$ cat src/rtl/nic.sv
// ---------------------------------------------------------------------------
// nic -- network interface controller between a processing element and the
// PE port of one mesh router.
//
// One single-entry ingress buffer (router -> PE) and one single-entry egress
// buffer (PE -> router). The processor reaches both through a 2-bit-addressed
// register window. An egress packet is injected only in a cycle where the
// router polarity equals the packet's VC bit (bit DATA_WIDTH-1).
//
// Ports:
//   clk           system clock, rising-edge
//   reset         asynchronous active-low reset
//   addr          register select: 00 in data, 01 in status,
//                 10 out data, 11 out status
//   d_in          processor write data
//   d_out         processor read data (registered, 1-cycle latency)
//   nicEn         register access enable
//   nicWrEn       1 = write, 0 = read (qualified by nicEn)
//   net_si/net_di router -> NIC strobe and data
//   net_ri        NIC ready to accept from router
//   net_so/net_do NIC -> router strobe and data
//   net_ro        router ready to accept from NIC
//   net_polarity  router polarity bit
// ---------------------------------------------------------------------------
module nic #(
  parameter int DATA_WIDTH = 64
) (
  input  logic                  clk,
  input  logic                  reset,
  input  logic [1:0]            addr,
  input  logic [DATA_WIDTH-1:0] d_in,
  output logic [DATA_WIDTH-1:0] d_out,
  input  logic                  nicEn,
  input  logic                  nicWrEn,
  input  logic                  net_si,
  input  logic [DATA_WIDTH-1:0] net_di,
  output logic                  net_ri,
  output logic                  net_so,
  output logic [DATA_WIDTH-1:0] net_do,
  input  logic                  net_ro,
  input  logic                  net_polarity
);

  localparam logic [1:0] ADDR_IN_DATA  = 2'b00;
  localparam logic [1:0] ADDR_IN_STAT  = 2'b01;
  localparam logic [1:0] ADDR_OUT_DATA = 2'b10;
  localparam logic [1:0] ADDR_OUT_STAT = 2'b11;

  logic [DATA_WIDTH-1:0] in_buf_q,  in_buf_d;
  logic                  in_full_q, in_full_d;
  logic [DATA_WIDTH-1:0] out_buf_q, out_buf_d;
  logic                  out_full_q, out_full_d;
  logic                  drop_q,    drop_d;
  logic [DATA_WIDTH-1:0] d_out_q,   d_out_d;

  logic rd_en;
  logic wr_en;
  logic inject;

  assign rd_en  = nicEn & ~nicWrEn;
  assign wr_en  = nicEn &  nicWrEn;

  // Inject only when the packet's VC bit matches the router's current phase.
  assign inject = out_full_q & net_ro & (net_polarity == out_buf_q[DATA_WIDTH-1]);

  assign net_ri = ~in_full_q;
  assign net_so = inject;
  assign net_do = out_buf_q;
  assign d_out  = d_out_q;

  always_comb begin
    in_buf_d   = in_buf_q;
    in_full_d  = in_full_q;
    out_buf_d  = out_buf_q;
    out_full_d = out_full_q;
    drop_d     = drop_q;
    d_out_d    = d_out_q;

    // Ingress arrival. Cannot coincide with the read-clear below, since the
    // read only clears when full and arrival only happens when empty.
    if (net_si && !in_full_q) begin
      in_buf_d  = net_di;
      in_full_d = 1'b1;
    end

    if (rd_en) begin
      unique case (addr)
        ADDR_IN_DATA: begin
          d_out_d = in_buf_q;
          if (in_full_q) in_full_d = 1'b0;
        end
        ADDR_IN_STAT:  d_out_d = {{(DATA_WIDTH-1){1'b0}}, in_full_q};
        ADDR_OUT_DATA: d_out_d = out_buf_q;
        ADDR_OUT_STAT: begin
          d_out_d = {{(DATA_WIDTH-2){1'b0}}, drop_q, out_full_q};
          drop_d  = 1'b0;
        end
        default: d_out_d = d_out_q;
      endcase
    end

    // Draining frees the buffer after this edge; a write in the same cycle
    // still sees it full and is dropped.
    if (inject) out_full_d = 1'b0;

    // Placed after the status read so a discard in the same cycle keeps drop set.
    if (wr_en && addr == ADDR_OUT_DATA) begin
      if (!out_full_q) begin
        out_buf_d  = d_in;
        out_full_d = 1'b1;
      end else begin
        drop_d = 1'b1;
      end
    end
  end

  always_ff @(posedge clk or negedge reset) begin
    if (!reset) begin
      in_buf_q   <= '0;
      in_full_q  <= 1'b0;
      out_buf_q  <= '0;
      out_full_q <= 1'b0;
      drop_q     <= 1'b0;
      d_out_q    <= '0;
    end else begin
      in_buf_q   <= in_buf_d;
      in_full_q  <= in_full_d;
      out_buf_q  <= out_buf_d;
      out_full_q <= out_full_d;
      drop_q     <= drop_d;
      d_out_q    <= d_out_d;
    end
  end

endmodule

$ cat config.mk
export PLATFORM = sky130hd
export DESIGN_NAME = nic
export DESIGN_NICKNAME = d
export VERILOG_FILES = /design/src/rtl/nic.sv
export SDC_FILE = /design/constraint.sdc
export NUM_CORES = 1
export LEC_CHECK = 0
export ABC_AREA = 1
export CORE_AREA = 2 2 169 171
export DETAILED_ROUTE_END_ITERATION = 6
export DIE_AREA = 0 0 171 173
export RECOVER_POWER = 100
export SYNTH_ARGS = -nofsm -noshare
export SYNTH_HDL_FRONTEND = slang
export SYNTH_SLANG_ARGS = --single-unit
export TNS_END_PERCENT = 1
$ cat constraint.sdc
create_clock -name clk -period 2.75 [get_ports clk]
set_input_delay 0.55 -clock clk [delete_from_list [all_inputs] [get_ports clk]]
set_output_delay 0.55 -clock clk [all_outputs]
set_load 0.1 [all_outputs]
==> qor.yml <==
drive_above_1_share: 0.0502
syn-num-nets: 1088
crit_buf_inv: 1
hold_class: "flip-flop to flip-flop"
die-width_um: 171
grt_max_degree: 74
die_area_um2: 29600
fin_skew_ns: 0.0101
num_io_pins: 267
yosys-top-cells-area: "dfrtp_1 59%, nand3_1 19%, nand2_1 15%, buf_2 2.2%, buf_6 1.5%"
grt_pass1_vias: 7542
ctsResizeCount: 0
tightest_slew_ns: 2.03
dr_total_vias: 7514
drtIter0Drc: 467
cpPeakStageDelay_ns: 0.98
post-dp-hpwl_mm: 18.1
fin_hold_ws_ns: 0.474
post-route-period-util: 0.855
drcViolationCount: 0
clock_path_buffers: 2
cts_setup_buffers: 0
cts_tree: "built"
power.switching_mw: 8.34
cap_violations: 1
critPathTopFamily: "buffers and inverters"
status: "finished with violations"
track_usage: 0.188
synth_seq_cells: 195
viasPerCell: 4.77
sw_frac_of_total: 0.568
coreArea_um2: 27600
start_util: 0.299
num_rows: 61
p_int_mw: 6.33
cts.reportedPaths.clkPinSlew_ns: 0.08
powerDensity_nw_per_um2: 1340
synth_top_area_frac: 0.591
insertion_delay_ns: 0.43
grt_first_pass_wirelength_mm: 43.4
area_growth_pct: 32.9
ys.flop_type: "dfrtp_1"
required_ns: 2.20
final_nets: 1320
cp.arrival_ns: 1.80
p_leak_nw: 5.29
clock_power_share: 0.176
routed_wl_mm: 27.4
worstPathMaxFanout: 3
routedWlPerCell_um: 17.4
cts.sinks: 195
netlist-cell-type-count: 14
synth_edf_count: 0
fill_cells: 2971
rsz0062_at_grt: "no"
antenna_found_initial: 1
fmax_ghz: 0.425
post-synth-top-count-cell: "nand2_1"
cts-root-buf: "clkbuf_16"
slowest_stage: "clkbuf_1"
yosys_warnings: 0
synthArstFlopShare: 1.00
slew_violations: 32
die_y_um: 173
synth_area_leader_cell: "dfrtp_1"
path_cells: "clkbuf_1"
cts_max_level: 4
overflow: 0
ctsHoldBuffers: 0
port_buffers: 266
seq_area_frac_synth: 0.591
ant_nets: 0
ir_drop_mv: 0.763
syn_inst: 951
slew_headroom: -0.352
finalSetupViolations: 0
avgSynthCellArea_um2: 8.68
first_pass_iters: 7
worst-setup-path-type: "flip-flop to output pin"
cp-end-kind: "output pin"
setup_tns_ns: 0
hold_violations: 0
gp_congestion: 0.762
min_period_ns: 2.35
yosys-top-cells-count: "340 x nand2_1, 317 x nand3_1, 195 x dfrtp_1"
worstSetupStartpointType: "flip-flop"
synthesis.area_um2: 8260
cts_buffers: 17
violations: "capacitance limit, slew limit"
power_frac_comb: 0.501
seqPwrFrac: 0.323
[layout by cell type (no fill, tap or decap), drive strengths merged]
cell type,n
a21oi,2
buf,16
bufinv,2
clkbuf,155
clkdlybuf4s50,133
clkinv,7
clkinvlp,1
dfrtp,195
diode,1
dlygate4sd3,1
inv,18
nand2,340
nand3,317
nor2,5
o21ai,3
[final timing paths]
check | startpoint | to | slack [ns] | cells past startpoint
worst max-delay path | net_do[0] | net_do[0] | 0.40 | 1
worst min-delay path | in_buf_q[39] | in_buf_q[39] | 0.47 | 2
worst max register to register | in_full_q | in_buf_q[59] | 0.63 | 5
worst min register to register | in_buf_q[39] | in_buf_q[39] | 0.47 | 2
max in group asynchronous | reset | d_out[5] | 0.77 | 2
min in group asynchronous | reset | net_do[49] | 0.69 | 1
[stage by stage]
step | setup slack [ns] | std cells | utilization | cell area, µm² | power, mW
after global placement | 0.580 | 1542 | 0.396 | 10900 | 12.8
final | 0.399 | 1574 | 0.397 | 11000 | 14.7
after global routing | 0.314 | 1573 | 0.397 | 11000 | 15.4
after detailed placement | 0.533 | 1542 | 0.396 | 10900 | 12.8
after floorplan | 0.372 | 951 | - | 8260 | 10.7
after CTS | 0.624 | 1573 | 0.417 | 11500 | 15.4
[routing by layer]
| metal | wire, µm | track usage | vias to the layer above | part of all wire |
|---|---|---|---|---|
| li1 | - | - | 3592 | - |
| met4 | 276 | 0.0406 | 0 | 0.010 |
| met2 | 12500 | 0.297 | 248 | 0.46 |
| met5 | 0 | 0 | - | 0 |
| met1 | 12500 | 0.258 | 3664 | 0.46 |
| met3 | 2030 | 0.0490 | 10 | 0.074 |
[cells by family after synthesis]
logic type,synth area share
and+or+nand+nor,0.349
DFF,0.591
AOI/OAI and AO/OA,0.00303
buffers and inverters,0.0565
[power by group through the flow]
stage	combinational, mW	sequential, mW	clock, mW
4_1_cts	8.01	4.76	2.64
3_3_place_gp	7.96	4.80	0
2_1_floorplan	1.48	9.21	0
6_report	7.36	4.73	2.58
5_1_grt	7.75	4.89	2.76
3_5_place_dp	8.01	4.80	0
[flip-flops by register name, summed over array words and instances, names as in the netlist]
register    flops
net_do         64
drop_q          1
in_buf_q       64
d_out          64
in_full_q       1
out_full_q      1
[layout make-up]
| class | instances | area, µm² | share of cell area |
|---|---|---|---|
| repair buffers | 288 | 2050 | 0.187 |
| diodes | 1 | 2.50 | 0.000228 |
| well taps | 378 | 473 | 0.0431 |
| clock buffers | 17 | 425 | 0.0388 |
| inverters | 14 | 55.1 | 0.00502 |
| clock inverters | 14 | 170 | 0.0155 |
| multi-input cells | 667 | 2920 | 0.266 |
| flip-flops and latches | 195 | 4880 | 0.445 |
Power figures use the tool's default switching activity.
